### config.mk
export PLATFORM = sky130hd
export DESIGN_NAME = sat_counter
export DESIGN_NICKNAME = d
export VERILOG_FILES = /design/src/rtl/sat_counter.sv
export SDC_FILE = /design/constraint.sdc
export NUM_CORES = 1
export LEC_CHECK = 0
export ABC_AREA = 1
export BUFFER_PORTS_ARGS = -buffer_cell sky130_fd_sc_hd__buf_2
export CAP_MARGIN = 20
export CELL_PAD_IN_SITES_DETAIL_PLACEMENT = 1
export CELL_PAD_IN_SITES_GLOBAL_PLACEMENT = 2
export CORE_ASPECT_RATIO = 2
export CORE_MARGIN = 1
export CORE_UTILIZATION = 30
export CTS_CLUSTER_SIZE = 12
export DETAILED_ROUTE_END_ITERATION = 10
export PLACE_DENSITY_LB_ADDON = 0.1
export SLEW_MARGIN = 20
export SYNTH_ARGS = -nofsm -noshare
export SYNTH_HDL_FRONTEND = slang
export SYNTH_SLANG_ARGS = --single-unit
### constraint.sdc
create_clock -name clk -period 2.15 [get_ports clk]
set_input_delay 0.43 -clock clk [delete_from_list [all_inputs] [get_ports clk]]
set_output_delay 0.43 -clock clk [all_outputs]
set_load 0.05 [all_outputs]
### src/rtl/sat_counter.sv
// Up-counter with optional saturation.
// Ports:
//   clk     clock
//   rst     synchronous active-high reset (count -> 0)
//   clr     synchronous soft clear (count -> 0)
//   inc     advance the count by one this cycle
//   sat_en  1: hold at all-ones instead of wrapping; 0: wrap to zero
//   count   current count
module sat_counter #(
    parameter int CNT_W = 32
) (
    input  logic             clk,
    input  logic             rst,
    input  logic             clr,
    input  logic             inc,
    input  logic             sat_en,
    output logic [CNT_W-1:0] count
);

    logic [CNT_W-1:0] count_reg;
    logic             at_max;

    assign at_max = &count_reg;
    assign count  = count_reg;

    always_ff @(posedge clk) begin
        if (rst || clr) begin
            count_reg <= '0;
        end else if (inc && !(sat_en && at_max)) begin
            count_reg <= count_reg + 1'b1;
        end
    end

endmodule

=== After elaboration in Yosys (flattened, before gate mapping) ===
Cells that the tools add are included.

* Flip-flop bits (word level): 32
* Latch bits: 0
* Memory bits (writable): 0
* ROM bits: 0
* Input port bits: 5
* Output and inout port bits: 32
* Word-level logic and storage cells: 7
* Memories kept: 0

* Add/sub/neg operators: 1
* Multipliers: 0
* Div/mod/pow operators: 0
* Magnitude comparators: 0
* Equal/unequal tests: 0
* Shifts and indexed selects: 0
* Muxes and demuxes: 0
* Bitwise gates (word level): 0
* Reductions and logical operators: 5

{| class="wikitable"
|+ Operators with widths
! kind !! count
|-
| adder 32 x 1 -> 32 bit, second input constant || 1
|-
| AND reduction 32 bit || 1
|-
| logical AND 1 bit || 2
|-
| zero test 1 bit || 1
|-
| logical OR 1 bit || 1
|}

=== Logic depth before layout (Yosys ltp) ===
Gate-level depths: netlist (run 1).

* Depth after elaboration: 4
* Mapped depth: 10
* Mapped depth without buffers: 10

=== Worst setup path after synthesis (run 1) ===
OpenSTA, ideal clock, no wires.

* Kind: register -> register
* Start: reg count_reg[0], in the netlist count[0]
* End: reg count_reg[31], in the netlist count[31]
* Setup time: 0.117 ns
* Data arrival time: 1.866 ns
* Data required time: 2.033 ns
* Path slack: 0.167 ns
* Cell stages (with the launch flop): 10
* Path buffers: 1
* Period minus slack after synthesis: 1.983 ns
* Path through: dfxtp_1 ha_1 nand3_1 nor2_4 nand2_2 nor2_4 nand2_4 buf_6 a21oi_1 nor2_1

* Word-level cells in the longest chain between the ends: 4
* Elaborated cells between the ends (all ways): 5
* Those cells by class: 1 x add/sub; 4 x reduce/logical

{| class="wikitable"
|+ RTL lines
! item !! line !! text
|-
| start, declared || 20 || <nowiki>logic [CNT_W-1:0] count_reg;</nowiki>
|-
| start signal, assigned || 30 || <nowiki>count_reg <= count_reg + 1'b1;</nowiki>
|-
| branches (longest 4 deep; another with adder 32 x 1 -> 32 bit) || n/a ||
|}

Several ways; the timed one is not identified.
A chain may end at the register's enable or synchronous reset.

=== Final worst setup path (run 1) ===
* Start: reg count_reg[1], in the netlist count[1]
* End: reg count_reg[2], in the netlist count[2]

The elaborated chain is that of the path after synthesis.

==> out/qor.csv, run 1 <==
stage,metric,value,unit
status,status,finished clean,
route,drt_pass1_iterations,7,
synthesis,synth-xor-area-share,0,%
synthesis,syn_area,2060,um2
grt,grt_pass1_vias,2298,
cts,htreeDepth,2,
power,irDropWorstVdd,0.000320,V
power,p_sw,0.000305,W
cts,numClockSinks,32,
route,drt_iter0_drc,64,
critical_path,crit_slowest_cell,dfxtp_1,
power,p_comb_share,3.9,%
timing,setup-tns-final,0,ps
place,dp_hpwl,5070,um
grt,antenna_found_initial,0,
worst_hold_path,hold_class,flop to flop,
critical_path,arrival,2080,ps
cts,clk_root_buffer_cell,clkbuf_16,
critical_path,cpPeakStageDelay,380,ps
timing,slew_viol_final,0,
synthesis,synth_fa_ha_area_share,0.606,%
power,total_power,0.00138,W
route,routedWlPerCell,14.7,um
floorplan,io_pins,37,
synthesis,synth_cells,320,
finish,final_common_cell,nand2_1,
critical_path,worst-setup-path-type,flop to flop,
floorplan,die-area,7240,um2
synthesis,muxShareOfSynthArea,0,%
timing,skew,4.48,ps
finish,utilization,37.3,%
synthesis,synth_seq_cells,32,
floorplan,start_util,31.2,%
synthesis,yosysWarnings,0,
floorplan,die_h,119,um
place,placed_cell_area,2330,um2
finish,drive_gt1_share,23.8,%
cts,clk_pin_slew,50,ps
timing,slew_headroom,63.0,%
timing,rsz0062_at_grt,false,
place,gp_congestion,0.795,
finish,final_cell_mix,"nand2_1 (82), nor2_1 (77), buf_2 (36)",
cts,cts_resized,0,
grt,globalRoute.totalOverflow,0,
route,drt-vias-per-instance,4.88,
grt,grt_max_degree,46,
finish,insertedDiodeCount,0,
power,intPower,0.00107,W
cts,cts_setup_buffers,0,
route,wl,6580,um
finish,syn_to_final_growth,19.8,%
timing,layout_worst_path_cycle_share,88.7,%
synthesis,ys_types,20,
grt,grt_usage,20.5,%
route,ant_nets,0,
synthesis,syn_avg_cell_area,6.45,um2
synthesis,synthesis.nets,326,
power,power_density,558,nW/um2
finish,nNetsFinal,366,
synthesis,synth-simple-area-share,54.4,%
floorplan,core_area,6620,um2
synthesis,synth_top_family_by_area,simple AND/OR/NAND/NOR gates,
timing,fin_hold_ws,516,ps
timing,max_clock_freq,525,MHz
finish,fin_area,2470,um2
cts,cts_tree,built,
timing,setup_viol,0,
cts,clkLatencyLatePin,280,ps
power,cellLeakagePower,0.903,nW
cts,clock_path_buffers,2,
critical_path,cp-start-kind,flop,
timing,min_period,1910,ps
timing,hold_viol_final,0,
critical_path,cp-end-kind,flop,
finish,largest_register_ffs,32,
cts,cts_hold_buffers,0,
critical_path,cp_max_fo,45,
grt,grt_pass1_wl,11000,um
floorplan,die_w,60.7,um
critical_path,cpMostUsedCell,nand2_1,
route,vias,2189,
timing,worstMarginPinSlew,554,ps
place,port_buffers,36,
power,p_sw_share,22.1,%
route,drc_errors,0,
floorplan,core.rowCount,42,
run,max_cap_viol_count,0,
critical_path,worstPathRequired,2320,ps
synthesis,synth_compound_area_share,7.15,%
power,power_frac_clock,52.9,%
critical_path,cp_cell_sequence,"ha_1, nand3_1, nor2_4, nand2_2, nor2_4, nand2_4, nand2_1, nand2_1, nand2_1, nor2_1",
cts,cts-buffers-inserted,5,
power,pwr-share-seq,43.3,%
synthesis,yosysSeqAreaShare,31.0,%
==> critical path: cells and delay by family (launching register included) <==
family | cells | cell delay (ps)
and+or+nand+nor | 9 | 1220
DFF | 1 | 380
adders and majority gates | 1 | 200
==> metal layers <==
layer  GRT usage (%)  vias to the layer above  part of all wire, %
li1                -                     1114                    -
met1            21.4                     1032                   40
met2            38.0                       35                   56
met3            3.47                        8                  2.4
met4            7.81                        0                  2.0
met5               0                        -                    0
==> power by group through the flow <==
stage               clock network, W  registers, W  logic [W]
floorplan                          0      0.000617  0.0000294
finish                      0.000730      0.000597  0.0000532
CTS                         0.000747      0.000597  0.0000548
global placement                   0      0.000610  0.0000536
detailed placement                 0      0.000610  0.0000546
global route                0.000780      0.000597  0.0000599
==> logic make-up after synthesis <==
family,after synthesis
DFF,32
buffers and inverters,26
and+or+nand+nor,232
AOI/OAI and AO/OA,29
adders and majority gates,1
==> synth_stat cells <==
cell / instances / area [um2]
a21boi_1: 1 / 7.51
a21oi_1: 28 / 140
and2_1: 1 / 6.26
buf_2: 4 / 20.0
buf_6: 5 / 56.3
dfxtp_1: 32 / 641
ha_1: 1 / 12.5
inv_1: 17 / 63.8
nand2_1: 82 / 308
nand2_2: 9 / 56.3
nand2_4: 1 / 11.3
nand3_1: 22 / 110
nand3_2: 17 / 170
nand4_1: 8 / 50.1
nor2_1: 78 / 293
nor2_2: 2 / 12.5
nor2_4: 7 / 78.8
nor3_1: 3 / 15.0
nor4_1: 1 / 6.26
or2_2: 1 / 6.26
==> area by class of cell <==
type	count	area, um2
repair buffers	42	225
flip-flops and latches	32	641
multi-input cells	262	1290
well taps	88	110
fillers	892	4150
inverters	17	63.8
clock buffers	8	146
==> final timing paths <==
path / from / endpoint / slack [ps] / cells after the start
worst max-delay path: count[1]$_SDFFE_PP0P_ / count[2]$_SDFFE_PP0P_ / 240 / 10
worst min-delay path: count[1]$_SDFFE_PP0P_ / count[1]$_SDFFE_PP0P_ / 520 / 2
worst max register to register: count[1]$_SDFFE_PP0P_ / count[2]$_SDFFE_PP0P_ / 240 / 10
worst min register to register: count[1]$_SDFFE_PP0P_ / count[1]$_SDFFE_PP0P_ / 520 / 2
==> stage by stage <==
step / cells / worst slack, ps
5_1_grt: 449 / 45.4
3_3_place_gp: 441 / 282
4_1_cts: 449 / 212
6_report: 449 / 244
3_5_place_dp: 441 / 223
2_1_floorplan: 320 / 167
Note: power is estimated with default switching activity, not from simulation.
==> run 2: changes to the inputs <==
RECOVER_POWER = 50   (was default)
==> out/qor.csv, run 2 (synthesis gave the netlist of run 1 again) <==
stage,metric,value,unit
power,p_comb_share,3.8,%
power,power_density,568,nW/um2
timing,setup-tns-final,0,ps
finish,largest_register_ffs,32,
cts,cts_hold_buffers,0,
cts,cts-buffers-inserted,5,
place,port_buffers,36,
timing,fin_hold_ws,520,ps
route,ant_nets,0,
finish,syn_to_final_growth,17.8,%
cts,htreeDepth,2,
grt,globalRoute.totalOverflow,0,
timing,max_clock_freq,522,MHz
power,p_sw,0.000307,W
critical_path,cp-start-kind,flop,
power,pwr-share-seq,43.2,%
critical_path,worstPathRequired,2330,ps
timing,rsz0062_at_grt,false,
timing,worstMarginPinSlew,605,ps
cts,cts_tree,built,
cts,clock_path_buffers,2,
finish,drive_gt1_share,15.0,%
grt,grt_pass1_wl,11000,um
cts,clk_root_buffer_cell,clkbuf_16,
grt,antenna_found_initial,0,
route,drt-vias-per-instance,4.86,
place,gp_congestion,0.795,
place,place_ws,223,ps
critical_path,worst-setup-path-type,flop to flop,
timing,layout_worst_path_cycle_share,89.0,%
power,cellLeakagePower,0.762,nW
power,irDropWorstVdd,0.000319,V
status,status,finished clean,
route,wl,6600,um
route,drt_iter0_drc,66,
finish,final_common_cell,nand2_1,
grt,grt_usage,20.5,%
place,dp_hpwl,5070,um
cts,numClockSinks,32,
timing,layout_setup_ws,236,ps
floorplan,die_h,119,um
finish,nNetsFinal,366,
floorplan,io_pins,37,
timing,min_period,1910,ps
cts,clk_pin_slew,50,ps
floorplan,core.rowCount,42,
floorplan,die_w,60.7,um
route,routedWlPerCell,14.7,um
power,power_frac_clock,53.0,%
power,p_sw_share,22.2,%
route,vias,2181,
timing,hold_viol_final,0,
floorplan,start_util,31.2,%
grt,grt_pass1_vias,2298,
timing,slew_headroom,59.9,%
grt,grt_max_degree,46,
critical_path,cp_max_fo,45,
timing,setup_viol,0,
cts,clkLatencyLatePin,280,ps
finish,final_cell_mix,"nand2_1 (82), nor2_1 (77), clkbuf_1 (34)",
finish,insertedDiodeCount,0,
floorplan,core_area,6620,um2
timing,slew_viol_final,0,
worst_hold_path,hold_class,flop to flop,
cts,cts_setup_buffers,0,
route,drt_pass1_iterations,4,
floorplan,die-area,7240,um2
critical_path,cp-end-kind,flop,
critical_path,arrival,2090,ps
route,drc_errors,0,
timing,skew,4.62,ps
power,intPower,0.00107,W
run,max_cap_viol_count,0,
cts,cts_resized,0,
run 2: critical path, stage by stage, from the launching register on:
cell	delay [ps]
dfxtp_1	390
ha_1	200
nand3_1	130
nor2_4	180
nand2_2	90
nor2_4	110
nand2_4	320
nand2_1	220
nand2_1	70
nand2_1	50
nor2_1	40
run 2: worst paths after layout:
path / startpoint / end / slack, ps / cells after the start
max: count[1]$_SDFFE_PP0P_ / count[2]$_SDFFE_PP0P_ / 240 / 10
min: count[1]$_SDFFE_PP0P_ / count[1]$_SDFFE_PP0P_ / 520 / 2
max reg2reg: count[1]$_SDFFE_PP0P_ / count[2]$_SDFFE_PP0P_ / 240 / 10
min reg2reg: count[1]$_SDFFE_PP0P_ / count[1]$_SDFFE_PP0P_ / 520 / 2
run 2: through the flow:
stage          utilization (%)  instance area (um2)  total power, W  std cells
6_report                  36.7                 2430         0.00138        449
5_1_grt                   36.7                 2430         0.00144        449
3_5_place_dp              35.1                 2330        0.000664        441
4_1_cts                   37.3                 2470         0.00140        449
3_3_place_gp              35.1                 2330        0.000663        441
2_1_floorplan                -                 2060        0.000646        320
run 2: power groups by stage:
stage               combinational [W]  sequential [W]  clock, W
floorplan                   0.0000294        0.000617         0
global placement            0.0000536        0.000610         0
detailed placement          0.0000546        0.000610         0
CTS                         0.0000548        0.000597  0.000747
global route                0.0000594        0.000597  0.000780
finish                      0.0000527        0.000597  0.000731
run 2: final cells by class:
type | instances | area [um2]
Fill cell | 901 | 4190
Tap cell | 88 | 110
Clock buffer | 8 | 146
Timing Repair Buffer | 42 | 185
Sequential cell | 32 | 641
Multi-Input combinational cell | 262 | 1290
Inverter | 17 | 63.8
run 2: routing by layer:
| layer | vias to the layer above | wire length, um | track usage, % |
|---|---|---|---|
| li1 | 1113 | - | - |
| met4 | 0 | 133 | 7.81 |
| met1 | 1028 | 2630 | 21.4 |
| met3 | 8 | 172 | 3.47 |
| met5 | - | 0 | 0 |
| met2 | 32 | 3660 | 38.0 |
